==> config.mk <==
export PLATFORM = sky130hd
export DESIGN_NAME = scpad_dram_rsp_fifo
export DESIGN_NICKNAME = d
export VERILOG_FILES = /design/src/rtl/scpad_dram_rsp_fifo.sv
export SDC_FILE = /design/constraint.sdc
export NUM_CORES = 1
export LEC_CHECK = 0
export ABC_CLOCK_PERIOD_IN_PS = 6300
export BUFFER_PORTS_ARGS = -buffer_cell sky130_fd_sc_hd__buf_2
export CAP_MARGIN = 30
export CORE_ASPECT_RATIO = 0.9
export CORE_MARGIN = 10
export CORE_UTILIZATION = 54
export CTS_BUF_LIST = sky130_fd_sc_hd__clkbuf_4 sky130_fd_sc_hd__clkbuf_8 sky130_fd_sc_hd__clkbuf_16
export DETAILED_ROUTE_END_ITERATION = 8
export PLACE_DENSITY_LB_ADDON = 0.2
export SETUP_SLACK_MARGIN = 0.15
export SYNTH_ARGS = -nofsm -noshare
export SYNTH_HDL_FRONTEND = slang
export SYNTH_SLANG_ARGS = --single-unit
export TNS_END_PERCENT = 30
==> constraint.sdc <==
create_clock -name clk -period 6.3 [get_ports clk]
set_clock_uncertainty 0.15 [all_clocks]
set_input_delay 0.63 -clock clk [delete_from_list [all_inputs] [get_ports clk]]
set_output_delay 0.63 -clock clk [all_outputs]
set_load 0.1 [all_outputs]
==> src/rtl/scpad_dram_rsp_fifo.sv <==
// In-order FWFT elastic buffer between the DRAM response channel and one scratchpad backend.
// DRAM is stalled early at DEPTH-SLACK entries so beats still in flight after the stall always fit.
module scpad_dram_rsp_fifo #(
  parameter int DEPTH  = 8,
  parameter int DATA_W = 64,
  parameter int ID_W   = 8,
  parameter int SLACK  = 2
) (
  input  logic                       clk,
  input  logic                       n_rst,
  input  logic                       in_valid,
  input  logic [ID_W-1:0]            in_id,
  input  logic [DATA_W-1:0]          in_rdata,
  output logic                       dram_stall,
  output logic                       out_valid,
  output logic [ID_W-1:0]            out_id,
  output logic [DATA_W-1:0]          out_rdata,
  input  logic                       out_stall,
  input  logic                       flush,
  output logic [$clog2(DEPTH):0]     count,
  output logic                       overflow_err
);

  localparam int AW = $clog2(DEPTH);
  localparam int CW = AW + 1;
  localparam logic [CW-1:0] FULL_CNT  = CW'(DEPTH);
  localparam logic [CW-1:0] STALL_CNT = CW'(DEPTH - SLACK);

  logic [AW-1:0]     rd_ptr_q, rd_ptr_d;
  logic [AW-1:0]     wr_ptr_q, wr_ptr_d;
  logic [CW-1:0]     count_q, count_d;
  logic              overflow_q, overflow_d;
  logic [ID_W-1:0]   id_mem_q   [DEPTH];
  logic [DATA_W-1:0] data_mem_q [DEPTH];
  logic              full, pop, push;

  assign full      = (count_q == FULL_CNT);
  assign out_valid = (count_q != '0);
  assign pop       = out_valid & ~out_stall;
  // A full FIFO still accepts a beat when the head leaves in the same cycle.
  assign push      = in_valid & (~full | pop);

  assign out_id       = id_mem_q[rd_ptr_q];
  assign out_rdata    = data_mem_q[rd_ptr_q];
  assign dram_stall   = (count_q >= STALL_CNT);
  assign count        = count_q;
  assign overflow_err = overflow_q;

  always_comb begin
    rd_ptr_d   = rd_ptr_q;
    wr_ptr_d   = wr_ptr_q;
    count_d    = count_q;
    overflow_d = overflow_q | (in_valid & full & ~pop & ~flush);
    if (flush) begin
      rd_ptr_d = '0;
      wr_ptr_d = '0;
      count_d  = '0;
    end else begin
      if (push) wr_ptr_d = wr_ptr_q + AW'(1);
      if (pop)  rd_ptr_d = rd_ptr_q + AW'(1);
      case ({push, pop})
        2'b10:   count_d = count_q + CW'(1);
        2'b01:   count_d = count_q - CW'(1);
        default: count_d = count_q;
      endcase
    end
  end

  always_ff @(posedge clk or negedge n_rst) begin
    if (!n_rst) begin
      rd_ptr_q   <= '0;
      wr_ptr_q   <= '0;
      count_q    <= '0;
      overflow_q <= 1'b0;
    end else begin
      rd_ptr_q   <= rd_ptr_d;
      wr_ptr_q   <= wr_ptr_d;
      count_q    <= count_d;
      overflow_q <= overflow_d;
    end
  end

  // Storage is deliberately not reset; out_* are only meaningful while out_valid is high.
  always_ff @(posedge clk) begin
    if (push && !flush) begin
      id_mem_q[wr_ptr_q]   <= in_id;
      data_mem_q[wr_ptr_q] <= in_rdata;
    end
  end

endmodule
# Yosys cells after proc, flatten, opt, wreduce, memory -nomap -nowiden
# Memory sizes are Yosys's and may differ from the RTL's.
# Cells that the tools add are included.
# Widths: inputs -> output; s select.
# word_totals
elab_cells	39
latchBits	0
ram_bits	576
output_inout_bits	79
rom_bits	0
register_bits	11
in_bits	77
mem_count	2
# memory_table
memory	depth	word_bits	read_ports	rd_ports_with_merged_regs	write_ports	line_no	source
data_mem_q	8	64	1	0	1	34	logic [DATA_W-1:0] data_mem_q [DEPTH];
id_mem_q	8	8	1	0	1	33	logic [ID_W-1:0] id_mem_q [DEPTH];
# op_classes
n_eq_ne	3
div	0
mux	8
n_reduce_logical	6
bitwise_logic	11
addsub	4
mul	0
n_lt_le_gt_ge	1
shift	0
# ops
op	count
$mux 3	4
$pmux 4 s2	1
$add 3x1->3 const B	2
$and 1x1->1	5
$add 4x1->4 const B	1
$eq 4x4->1 const B	1
$ge 4x3->1 const B	1
$mux 4	1
$not 1->1	4
$reduce_bool 2->1	2
$reduce_bool 4->1	1
$sub 4x1->4 const B	1
$reduce_bool 3->1	1
$eq 2x1->1 const B	1
$eq 2x2->1 const B	1
$mux 1	2
$or 1x1->1	2
$logic_and 1x1->1	1
$logic_not 1->1	1

# Depth between registers and ports, before layout
# depth
ltp_word	7
ltp_mapped	10
mapped_depth_nobuf	9

# Worst setup path before layout
# No wires, ideal clock.
# synth_path
kind	register -> register
startpoint	reg count_q[1], in the netlist count[1]
endpoint	mem data_mem_q[0][0], enable pin
n_path_buf	1
setup_slack_ns	-1.167
synth_period_minus_slack_ns	7.467
stages_incl_launch_ff	6
required_ns	5.560
arrival_time_ns	6.727
setup_ns	0.590
path_cell_list	dfrtp_1 > buf_6 > nor3_1 > nand3_1 > or3b_1 > nor3_1
# synth_via
elab_chain_len	7
word_cells_on_any_way	9
cone_classes	eq/ne (1); mux (2); bitwise (4); reduce/logical (2)
# synth_lines
item	line_no	source
start: declaration	31	logic [CW-1:0] count_q, count_d;
start signal: assignment	78	count_q <= count_d;
$reduce_bool 4->1 or $eq 4x4->1 (tied branches)	38, 37	
$and 1x1->1 or $not 1->1 (tied branches)	39, 41	
$or 1x1->1 (*)	41	assign push = in_valid & (~full | pop);
$and 1x1->1 (*)	41	
$logic_and 1x1->1 (*)	85	if (push && !flush) begin
$mux 1 (*)	85	
$mux 1 (implied by the code) (*)	87	data_mem_q[wr_ptr_q] <= in_rdata;
end: declaration	34	
# Mark *: on every way between the ends. The rest lies on a longest branch, timed or not.

# Worst setup path in the final report
# layout_path
startpoint	reg rd_ptr_q[0]
endpoint	out out_rdata[13]
# layout_via
elab_chain_len	1
# layout_lines
item	line_no	source
start: declaration	29	logic [AW-1:0] rd_ptr_q, rd_ptr_d;
start signal: assignment	76	rd_ptr_q <= rd_ptr_d;
$mem_v2 8x64	n/a	
end: declaration	17	output logic [DATA_W-1:0] out_rdata,
# No other way between the ends.

==> results.md <==
- Placed cell count: 1,591
- Peak VDD IR: roughly 0.00035 V
- Antenna violations before repair: 6
- Clock root buffer: clkbuf_16
- Final hold vios: 0
- Final setup viols: 0
- Clk sinks: 587
- Count of state elements after synthesis: 587
- Die height: 213 µm
- Final nets: 1,193
- Peak Freq: 251 MHz
- Total Power: 0.0104 W
- Cell Rows: 70
- RSZ-0062 raised after global routing: no
- Fraction of layout cells with a size suffix above 1: 42.9%
- Sequential share of the synthesized area: between 70% and 80%
- Worst setup margin: 2.32 ns
- IO buf count: 155
- Most frequent cells in the layout: 576 x edfxtp_1, 155 x buf_2, 144 x mux4_2
- Initial DRC count: 751
- TritonCTS clock tree: yes
- Power per Cell Area: 406 mW/mm²
- Antenna Nets Post-Route: 0
- Pre-CTS setup slack: 2.55 ns
- CTS Buf Count: 56
- Relative slew slack: 47.7%
- Total gr overflow: 0
- First-pass GRT wire length: approximately 65,000 µm
- Core Area: 0.0407 mm²
- Initial cell density of the core: 54.8%
- Post-CTS Setup Bufs: 0
- # fillers: 2,749
- Mapped Area: 0.0223 mm²
- Routed vias: 9,910
- Drt wl/cell: 25.5 µm
- CTS H-tree lvls: 2
- Critical Path Fanout Max: 73
- Mapped Nets: 999
- Vias per inst: ~5.8
- GPL Wtd Cong: 0.734
- 1st-pass router iterations: 6
- Largest net degree at the start of global routing: 74
- Max Slew Vio Count: 0
- Vias in the first global route: approximately 11,000
- Period minus WS final: ~4.0 ns
- Pleak: 8.22 nW
- Worst Path Required: roughly 5.5 ns
- Tcrit/Tclk final: 63.1%
- Worst-Skew Late Latency: 0.59 ns
- Ports: 156
- Die Width: 234 µm
- Crit Path Category: flop to output pin
- Netlist cell types: 39
- GRT Util Overall: between 10% and 20%
- Data arrival, critical path: roughly 3.2 ns
- Yosys warning total: 0
- Slew @ Worst Pin: 0.785 ns
- Status: finished, final reports clean
- CTS max path bufs: 3
- Startpoint Class: flop
- Worst hold path type: input port to flop
- Synth-to-Final Area Change: 15.2%
- DRC: 0
- Most common cell after layout, fill and taps aside: edfxtp_1
- Mapped Cells: 918
- Routed WL: 43,300 µm
- Max_cap viols: 0
- Clock Pin Slew Worst Setup and Hold Paths: approximately 0.06 ns
- Post-Syn Area per Cell: 24.3 µm²
- CP endpoint kind: output pin
- Hpwl dp: 23,300 µm
- Non-filler cells, final: between 1,500 and 2,000
- Die area: 0.0499 mm²
[report_power, final]
| group | leakage, nW | total, W | switching (W) | internal, W |
|---|---|---|---|---|
| Clock | 0.902 | 0.00329 | 0.00135 | 0.00195 |
| Sequential | 5.35 | 0.00447 | 0.0000900 | 0.00438 |
| Combinational | 1.97 | 0.00266 | 0.00188 | 0.000789 |
| Total | 8.22 | 0.0104 | 0.00331 | 0.00712 |
[what timing repair did]
action	4_1_cts	5_1_grt
gates resized for setup	0	0
hold endpoints to repair	11	0
hold buffers	1	0
endpoints found under the setup margin	0	0
[flip-flops by register name (all words and copies together) (netlist names)]
| name | count |
|---|---|
| overflow_err | 1 |
| rd_ptr_q | 3 |
| id_mem_q | 64 |
| data_mem_q | 512 |
| count | 4 |
| wr_ptr_q | 3 |
[kinds of logic (layout without fill, tap and decap cells)]
kind of cell | Yosys count | after routing | share of synthesized area (%)
xor gates and xnor gates | 5 | 5 | 0.196
DFF | 587 | 587 | 78.7
AOI/OAI and AO/OA | 19 | 19 | 0.527
other | 0 | 4 | 0
buffers and inverters | 46 | 283 | 1.15
adders and majority gates | 4 | 4 | 0.224
muxes | 217 | 217 | 18.2
and+or+nand+nor | 40 | 40 | 1.01
[synth_stat cells]
cell type,n,area [µm²]
a21boi_0,1,7.51
a21o_1,1,7.51
a21oi_1,5,25.0
a2bb2oi_1,1,8.76
a31oi_1,1,6.26
and4b_1,1,10.0
buf_1,1,3.75
buf_2,14,70.1
buf_4,1,7.51
buf_6,8,90.1
clkbuf_1,20,75.1
dfrtp_1,11,275
edfxtp_1,576,17300
ha_1,4,50.1
inv_2,1,3.75
inv_4,1,6.26
mux2_1,1,11.3
mux2_2,72,811
mux4_2,144,3240
nand2_1,5,18.8
nand2_4,1,11.3
nand2b_1,3,18.8
nand3_1,4,20.0
nand4b_1,1,8.76
nor2_1,13,48.8
nor2b_1,1,6.26
nor3_1,5,25.0
nor3b_1,2,15.0
nor4_4,1,21.3
o211ai_1,2,15.0
o21ai_0,4,20.0
o21ai_1,1,5.00
o21bai_1,1,7.51
o22ai_1,1,6.26
o2bb2ai_1,1,8.76
or3_1,2,12.5
or3b_1,1,8.76
xnor2_1,3,26.3
xor2_1,2,17.5
[worst max-delay path, stage by stage (launching register included)]
cell and delay [ns]:
dfrtp_4 0.79, buf_12 0.52, mux4_2 0.57, mux2_2 0.31
buf_2 0.30
[per-layer routing]
| layer | up-vias | part of all wire [%] | track usage [%] |
|---|---|---|---|
| met1 | 5275 | 43 | 24.2 |
| li1 | 4314 | - | - |
| met3 | 62 | 5.7 | 3.45 |
| met5 | - | 0.10 | 0 |
| met2 | 253 | 49 | 28.1 |
| met4 | 6 | 1.6 | 5.30 |
[stage by stage]
stage / TNS (ns) / hold WS (ns) / cell area, µm² / utilization [%]
final: 0 / 0.147 / 25700 / 63.1
after global routing: 0 / 0.137 / 25700 / 63.1
after CTS: 0 / 0.114 / 25600 / 63.0
after detailed placement: 0 / 0.341 / 23800 / 58.5
after global placement: 0 / 0.348 / 23800 / 58.4
after floorplan: -68.67 / 0.184 / 22300 / -
[worst paths after layout]
kind | end | slack [ns] | depth (start not counted) | start
min in group asynchronous | count[2]$_DFFE_PN0P_ | 0.29 | 2 | n_rst
max in group asynchronous | rd_ptr_q[0]$_DFFE_PN0P_ | 5.47 | 2 | n_rst
worst min-delay path | data_mem_q[0][63]$_DFFE_PP_ | 0.15 | 1 | in_rdata[63]
worst min register to register | overflow_err$_DFF_PN0_ | 0.36 | 1 | overflow_err$_DFF_PN0_
worst max-delay path | out_rdata[13] | 2.32 | 4 | rd_ptr_q[0]$_DFFE_PN0P_
worst max register to register | data_mem_q[1][59]$_DFFE_PP_ | 3.04 | 6 | count[1]$_DFFE_PN0P_
[layout make-up]
class	instances	area (µm²)	share of cell area [%]
timing repair buffer	180	1060	4.11
inverter	2	10.0	0.0389
multi-input combinational	285	4560	17.7
clock inverter	31	292	1.13
antenna	4	10.0	0.0389
sequential	587	17600	68.4
clock buffer	70	1520	5.93
tap	540	676	2.63
(Power assumes the default switching activity.)
